## src/rtl/hazard_ctrl.sv

```systemverilog
// hazard_ctrl: decode-stage write scoreboard; stalls fetch/decode on RAW or counter-full hazards, flushes IF/ID on a taken branch. Optional macro: HAZARD_CTRL_FORWARD_EN.
// Latency: hazard to stall is 0 cycles; a retire releases a stall the next cycle (the same cycle with forwarding).
// Backpressure: pc_en/ir_en low and id_bubble high while stalled; deadlock is flagged after STALL_MAX consecutive stall cycles.
module hazard_ctrl #(
    parameter int NREG      = 16,
    parameter int CNT_W     = 2,
    parameter int FLUSH_CYC = 1,
    parameter int STALL_MAX = 64
) (
    input  logic       clk,
    input  logic       rst,
    input  logic       id_valid,
    input  logic [3:0] id_rs1,
    input  logic [3:0] id_rs2,
    input  logic [3:0] id_rd,
    input  logic       id_use_rs1,
    input  logic       id_use_rs2,
    input  logic       id_regwrite,
    input  logic       wb_regwrite,
    input  logic [3:0] wb_rd,
    input  logic       br_taken,
    output logic       pc_en,
    output logic       ir_en,
    output logic       id_bubble,
    output logic       if_flush,
    output logic       fwd_a,
    output logic       fwd_b,
    output logic       busy,
    output logic       sb_err,
    output logic       deadlock
);
    localparam int SCNT_W = $clog2(STALL_MAX + 1);
    localparam logic [CNT_W-1:0] CNT_MAX = '1;

    typedef enum logic [1:0] {RUN, STALL, FLUSH} state_t;

    state_t            state;
    logic [3:0]        fcnt;
    logic [SCNT_W-1:0] scnt;
    logic [CNT_W-1:0]  pend [NREG];

    logic byp1, byp2, raw, full, stall_cond, advance, issue, retire;

    always_comb begin
`ifdef HAZARD_CTRL_FORWARD_EN
        // a single outstanding write retiring now can be taken straight from the wb bus
        byp1 = wb_regwrite && (wb_rd == id_rs1) && (pend[id_rs1] == CNT_W'(1));
        byp2 = wb_regwrite && (wb_rd == id_rs2) && (pend[id_rs2] == CNT_W'(1));
`else
        byp1 = 1'b0;
        byp2 = 1'b0;
`endif
        raw = id_valid && ((id_use_rs1 && (pend[id_rs1] != '0) && !byp1) ||
                           (id_use_rs2 && (pend[id_rs2] != '0) && !byp2));
        full       = id_valid && id_regwrite && (pend[id_rd] == CNT_MAX);
        stall_cond = raw || full;

        pc_en     = 1'b1;
        ir_en     = 1'b1;
        id_bubble = 1'b0;
        if_flush  = 1'b0;
        advance   = 1'b0;
        if (br_taken) begin
            if_flush  = 1'b1;
            id_bubble = 1'b1;
        end else if (state == FLUSH) begin
            id_bubble = 1'b1;
        end else if (stall_cond) begin
            pc_en     = 1'b0;
            ir_en     = 1'b0;
            id_bubble = 1'b1;
        end else begin
            advance = 1'b1;
        end

        issue  = advance && id_valid && id_regwrite && (id_rd != 4'd0);
        retire = wb_regwrite && (wb_rd != 4'd0);

`ifdef HAZARD_CTRL_FORWARD_EN
        fwd_a = advance && id_valid && byp1 && id_use_rs1 && (id_rs1 != 4'd0);
        fwd_b = advance && id_valid && byp2 && id_use_rs2 && (id_rs2 != 4'd0);
`else
        fwd_a = 1'b0;
        fwd_b = 1'b0;
`endif

        busy = 1'b0;
        for (int i = 0; i < NREG; i++) busy = busy | (pend[i] != '0);
    end

    always_ff @(posedge clk) begin
        if (rst) begin
            state    <= RUN;
            fcnt     <= 4'd0;
            scnt     <= '0;
            sb_err   <= 1'b0;
            deadlock <= 1'b0;
            for (int i = 0; i < NREG; i++) pend[i] <= '0;
        end else begin
            if (br_taken) begin
                state <= (FLUSH_CYC > 1) ? FLUSH : RUN;
                fcnt  <= 4'(FLUSH_CYC - 1);
            end else if (state == FLUSH) begin
                fcnt <= fcnt - 4'd1;
                if (fcnt <= 4'd1) state <= RUN;
            end else begin
                state <= stall_cond ? STALL : RUN;
            end

            // register 0 is never counted, so the loop skips it
            for (int i = 1; i < NREG; i++) begin
                if (issue && (id_rd == 4'(i)) && !(retire && (wb_rd == 4'(i))))
                    pend[i] <= pend[i] + CNT_W'(1);
                else if (retire && (wb_rd == 4'(i)) && !(issue && (id_rd == 4'(i))) && (pend[i] != '0))
                    pend[i] <= pend[i] - CNT_W'(1);
            end
            if (retire && (pend[wb_rd] == '0)) sb_err <= 1'b1;

            if (stall_cond) begin
                if (scnt != SCNT_W'(STALL_MAX)) scnt <= scnt + SCNT_W'(1);
                if (scnt >= SCNT_W'(STALL_MAX - 1)) deadlock <= 1'b1;
            end else begin
                scnt <= '0;
            end
        end
    end
endmodule

```

## config.mk

```make
export PLATFORM = sky130hd
export DESIGN_NAME = hazard_ctrl
export DESIGN_NICKNAME = d
export VERILOG_FILES = /design/src/rtl/hazard_ctrl.sv
export SDC_FILE = /design/constraint.sdc
export NUM_CORES = 1
export LEC_CHECK = 0
export BUFFER_PORTS_ARGS = -buffer_cell sky130_fd_sc_hd__buf_4
export CAP_MARGIN = 20
export CORE_ASPECT_RATIO = 0.6
export CORE_UTILIZATION = 54
export DETAILED_ROUTE_END_ITERATION = 8
export GPL_TIMING_DRIVEN = 0
export PLACE_DENSITY = 0.74
export SYNTH_ARGS = -nofsm -noshare
export SYNTH_HDL_FRONTEND = slang
export SYNTH_SLANG_ARGS = --single-unit
export TNS_END_PERCENT = 10
```

## constraint.sdc

```tcl
create_clock -name clk -period 2.7 [get_ports clk]
set_clock_uncertainty 0.2 [all_clocks]
set_input_delay 0.135 -clock clk [delete_from_list [all_inputs] [get_ports clk]]
set_output_delay 0.135 -clock clk [all_outputs]
set_load 0.005 [all_outputs]
```

Word level (Yosys, flattened, before mapping)
Memories as Yosys holds them, arrays and structs flattened. Index checks and enable logic that the tools add are counted. W data, S select, Z words.

Add/sub/neg operators: 32. Magnitude comparators: 2. Equal/unequal tests: 34. Mux-type cells: 149. Bitwise operators: 46. Reductions and logical operators: 141.

Operator list (number): $mux W1 (117); $logic_and A1 B1 Y1 (85); $eq A4 B4 Y1 const B (16); $mux W2 (32); $or A1 B1 Y1 (45); $reduce_bool A2 Y1 (18); $eq A4 B3 Y1 const B (8); $add A2 B1 Y2 const B (15); $logic_not A1 Y1 (30); $sub A2 B1 Y2 const B (15); $eq A4 B2 Y1 const B (4); $eq A4 B1 Y1 const B (2); $reduce_bool A4 Y1 (2); $add A7 B1 Y7 const B (1); $ge A7 B6 Y1 const B (1); $ne A7 B7 Y1 const B (1); $eq A2 B2 Y1 const B (2); $le A4 B1 Y1 const B (1); $reduce_or A2 Y1 (2); $sub A4 B1 Y4 const B (1); $logic_not A2 Y1 (1); $logic_or A1 B1 Y1 (2); $ne A2 B1 Y1 const B (1); $reduce_and A2 Y1 (1); $not A1 Y1 (1).

Bits in registers: 15. Memory bits (writable): 32. Input port bits: 24. Output and inout port bits: 9. Word-level logic and storage cells: 410. Memories kept: 1.

Memory list: pend (words 16, width 2, read ports 20, clocked after Yosys merged registers in 0, wr ports 16, RTL line 40) `logic [CNT_W-1:0] pend [NREG];`.

Logic depth before layout (Yosys ltp)
An unclocked memory read counts as a cell.

Depth after elaboration: 21. Depth in mapped cells: 10.

Worst setup path after synthesis
OpenSTA, ideal clock, no wires.

Path type: register to register. From: memory pend[14][1]. To: memory pend[8][0] (enable). Setup time: 300 ps. Arrival time: 2304 ps. Required time: 2200 ps. Setup slack: -105 ps. Cell stages (with the launch flop): 9. Cell sequence: edfxtp_1 -> mux4_2 -> a22oi_1 -> o31ai_1 -> a32oi_4 -> nand3_4 -> buf_6 -> or3_4 -> nand3_1.

RTL lines (RTL line): start: declaration (40).

==> results.md <==
- WP data required: 2570 ps
- Synth warn: 0
- Part of the cycle the worst path needs: 1.144
- I/O pins: 33
- Crit path from: pend[14][0]
- Critical path class: register to register
- Leak pwr: 1.521 nW
- Seq/Total Area, Yosys: 0.3207
- Mean post-synth cell area: 9.210 um^2
- Drt pass-1 iters: 5
- Clk_lat worst skew: 310 ps
- Footprint of the multi-input gates: 2386 um^2
- RSZ-0062 raised after global routing: true
- M2 GR Usage: 0.4775
- Area fraction of the dominant cell type after synthesis: 0.2673
- Setup total negative slack: -15850 ps
- Seq cells post-synth: 39
- Synth-to-layout area growth: 27.02%
- Worst Hold Class: input port to register
- Final hold vios: 0
- Syn Inst Count: 366
- Pin count of the biggest net entering global routing: 13
- Initial DRC count: 482
- Worst setup margin: -389.8 ps
- Final wirelength: 10.63 mm
- Fin. max-slew vios: 0
- Worst-margin pin slew: 811.9 ps
- Standard-cell rows: 21
- Most used routing layer in global routing: met2
- Primary FF master, synth: edfxtp_1
- # diodes: 0
- Outcome: complete, but fails checks
- Area leader, netlist: edfxtp_1
- Via count: 3474
- CP Launch Type: register
- Final ANT Viol Nets: 0
- DRC: 0
- Clock tree sinks: 39
- Crit Path Max Fanout: 7
- Sequential Area: 1081 um^2
- Worst r2r src: pend[14][0]
- Fmax: 0.3236 GHz
- Clock transition at path regs: 80 ps
- Grt met1 use: 0.4711
- WP data arrival: 2960 ps
- Relative slew slack: 0.4587
- CP top delay family: compound AO/OA/AOI/OAI gates
- GR Util All Layers: 0.3268
- RD Place Congestion: 0.9420
- Stages on the worst setup path: 9
- Placed Instances: 474
- Pwr Density: 377.1 nW/um^2
- Final nets: 456
- Final worst path period need: 3090 ps
- Failing checks: negative setup slack
- Crit Reg-Reg Endpoint: pend[3][1]
- Wire per inst: 20.84 um
- CP endpoint kind: register
- Flop-to-flop setup slack: -390 ps
- Maxcap violations: 0
- Final cell count without fillers: 510
- Number of CTS-inserted buffers: 5
- Layout Utilization: 0.7407
- Distinct cells, synth: 65
- Starting density of the core: 0.5831
- Max IR drop VDD: 248.2 uV
- HPWL Detailed: 7.056 mm
- Async S/R FF share, synth: 0
- Crit path buf inv count: 2
- Via density: 6.812
- Post-place setup slack: -738.1 ps
- Critical path's slowest cell: mux4_2
- Post-Synthesis Cell Area: 3371 um^2
- Slowest Stage Delay on Critical Path: 490 ps
- Die area: 6572 um^2
- Vias in the first global route: 3166
- Worst path cell trace: buf_6 > mux4_2 > a22oi_2 > o41ai_4 > a32oi_4 > nand3_4 > buf_6 > or2_0 > a211o_1
- Initial antenna violation count: 0
- Top post-synthesis cells by area: edfxtp_1 (27%), mux4_2 (9.4%), dfxtp_1 (5.3%)
- Crit path capture: pend[3][1]
- Met3 global-route usage: 0.09627
- Die Span Y: 63.20 um
- Total core area: 5781 um^2
- CTS tree: done
- Share of cells above drive strength 1: 0.3163
- I/O Buffers: 27
- Max clock buf depth: 2
- CTS root buf: clkbuf_8
- EDFF count, synth: 30
- H-Tree Depth: 2
- First-pass GRT wire length: 16.55 mm
- Number of fill cells in the layout: 423
- Endpoints failing setup: 57
- R2r worst-path depth: 9
- Worst path most repeated cell: buf_6
- Total gr overflow: 0
- Die W: 104.0 um
-- cells in the final DEF, fill, tap and decap left out, drive strengths merged, types with 7 or more instances in the layout --
| cell | n |
|---|---|
| a211oi | 7 |
| a21oi | 10 |
| buf | 62 |
| clkbuf | 19 |
| dfxtp | 9 |
| edfxtp | 30 |
| inv | 11 |
| mux4 | 14 |
| nand2 | 18 |
| nand3 | 26 |
| nand4 | 7 |
| nor2 | 41 |
| nor2b | 7 |
| nor3 | 20 |
| o211ai | 10 |
| o21ai | 12 |
| or3 | 8 |
| xnor2 | 11 |
| xor2 | 9 |
-- final cells by class --
class	count	share of cell area
plain buffers	22	0.03010
clock buffers	6	0.01695
clock inverters	2	0.002922
inverters	11	0.009643
multi-input cells	294	0.5573
flip-flops and latches	39	0.2525
well taps	80	0.02338
repair buffers	56	0.1072
-- where the power goes --
part	switching (mW)	total, mW	internal [mW]
Sequential	0.0432	0.722	0.679
Clock	0.237	0.419	0.181
Combinational	0.255	0.474	0.219
-- per-layer routing --
layer  part of all wire  vias up
li1                   -     1536
met1               0.44     1648
met2               0.41      263
met3               0.13       27
met4              0.019        0
met5                  0        -
-- worst min path at each step --
stage | start | endpoint | slack [ps] | depth (start not counted)
after floorplan | wb_regwrite | sb_err | 90 | 2
after global placement | wb_regwrite | sb_err | 210 | 3
after detailed placement | wb_regwrite | sb_err | 220 | 3
after CTS | rst | pend[5][0] | 50 | 3
after global routing | rst | pend[5][1] | 60 | 3
final | rst | pend[5][0] | 60 | 3
-- worst register-to-register path: cells and delay by family, from the launching register on --
kind	cells	cell delay [ps]
compound gates	4	970
mux	1	490
flops	1	450
simple gates	2	400
buf+inv	2	330
-- metrics by stage --
stage / hold WS, ps / cell area (um^2) / power [mW]
after floorplan: 86.21 / 3405 / 0.9608
after global placement: 211.0 / 3707 / 1.076
after detailed placement: 222.7 / 3707 / 1.082
after CTS: 49.00 / 4118 / 1.553
after global routing: 63.77 / 4282 / 1.662
final: 57.50 / 4282 / 1.615
-- flip-flops by register name (all words and copies together) (netlist names) --
register	flops
sb_err	1
scnt	7
pend	30
deadlock	1
-- synthesized netlist by cell type, types with 7 or more instances --
library cell,number
a21oi_1,10
clkbuf_1,14
dfxtp_1,9
edfxtp_1,30
inv_1,11
mux4_2,14
nand2_1,18
nand3_1,24
nand4_1,7
nor2_1,41
nor2b_1,7
nor3_1,20
o211ai_1,10
o21ai_0,10
or3_1,7
xnor2_1,11
xor2_1,9
-- cell families after synthesis --
| logic type | after synthesis | share of synthesized area |
|---|---|---|
| muxes | 23 | 0.1214 |
| and+or+nand+nor | 170 | 0.2713 |
| other | 1 | 0.001113 |
| xor gates and xnor gates | 20 | 0.05197 |
| adders and majority gates | 3 | 0.01114 |
| AOI/OAI and AO/OA | 75 | 0.1715 |
| buffers and inverters | 35 | 0.05085 |
| DFF | 39 | 0.3207 |
-- repair_timing --
item                                    in CTS  in global routing
endpoints found under the setup margin      65                 57
hold buffers                                 3                  0
setup buffers                               16                 10
pin swaps                                   26                  9
endpoints found under the hold margin        9                  0
resized for setup                           40                 17
gates cloned                                 1                  0
(Power assumes the default switching activity.)
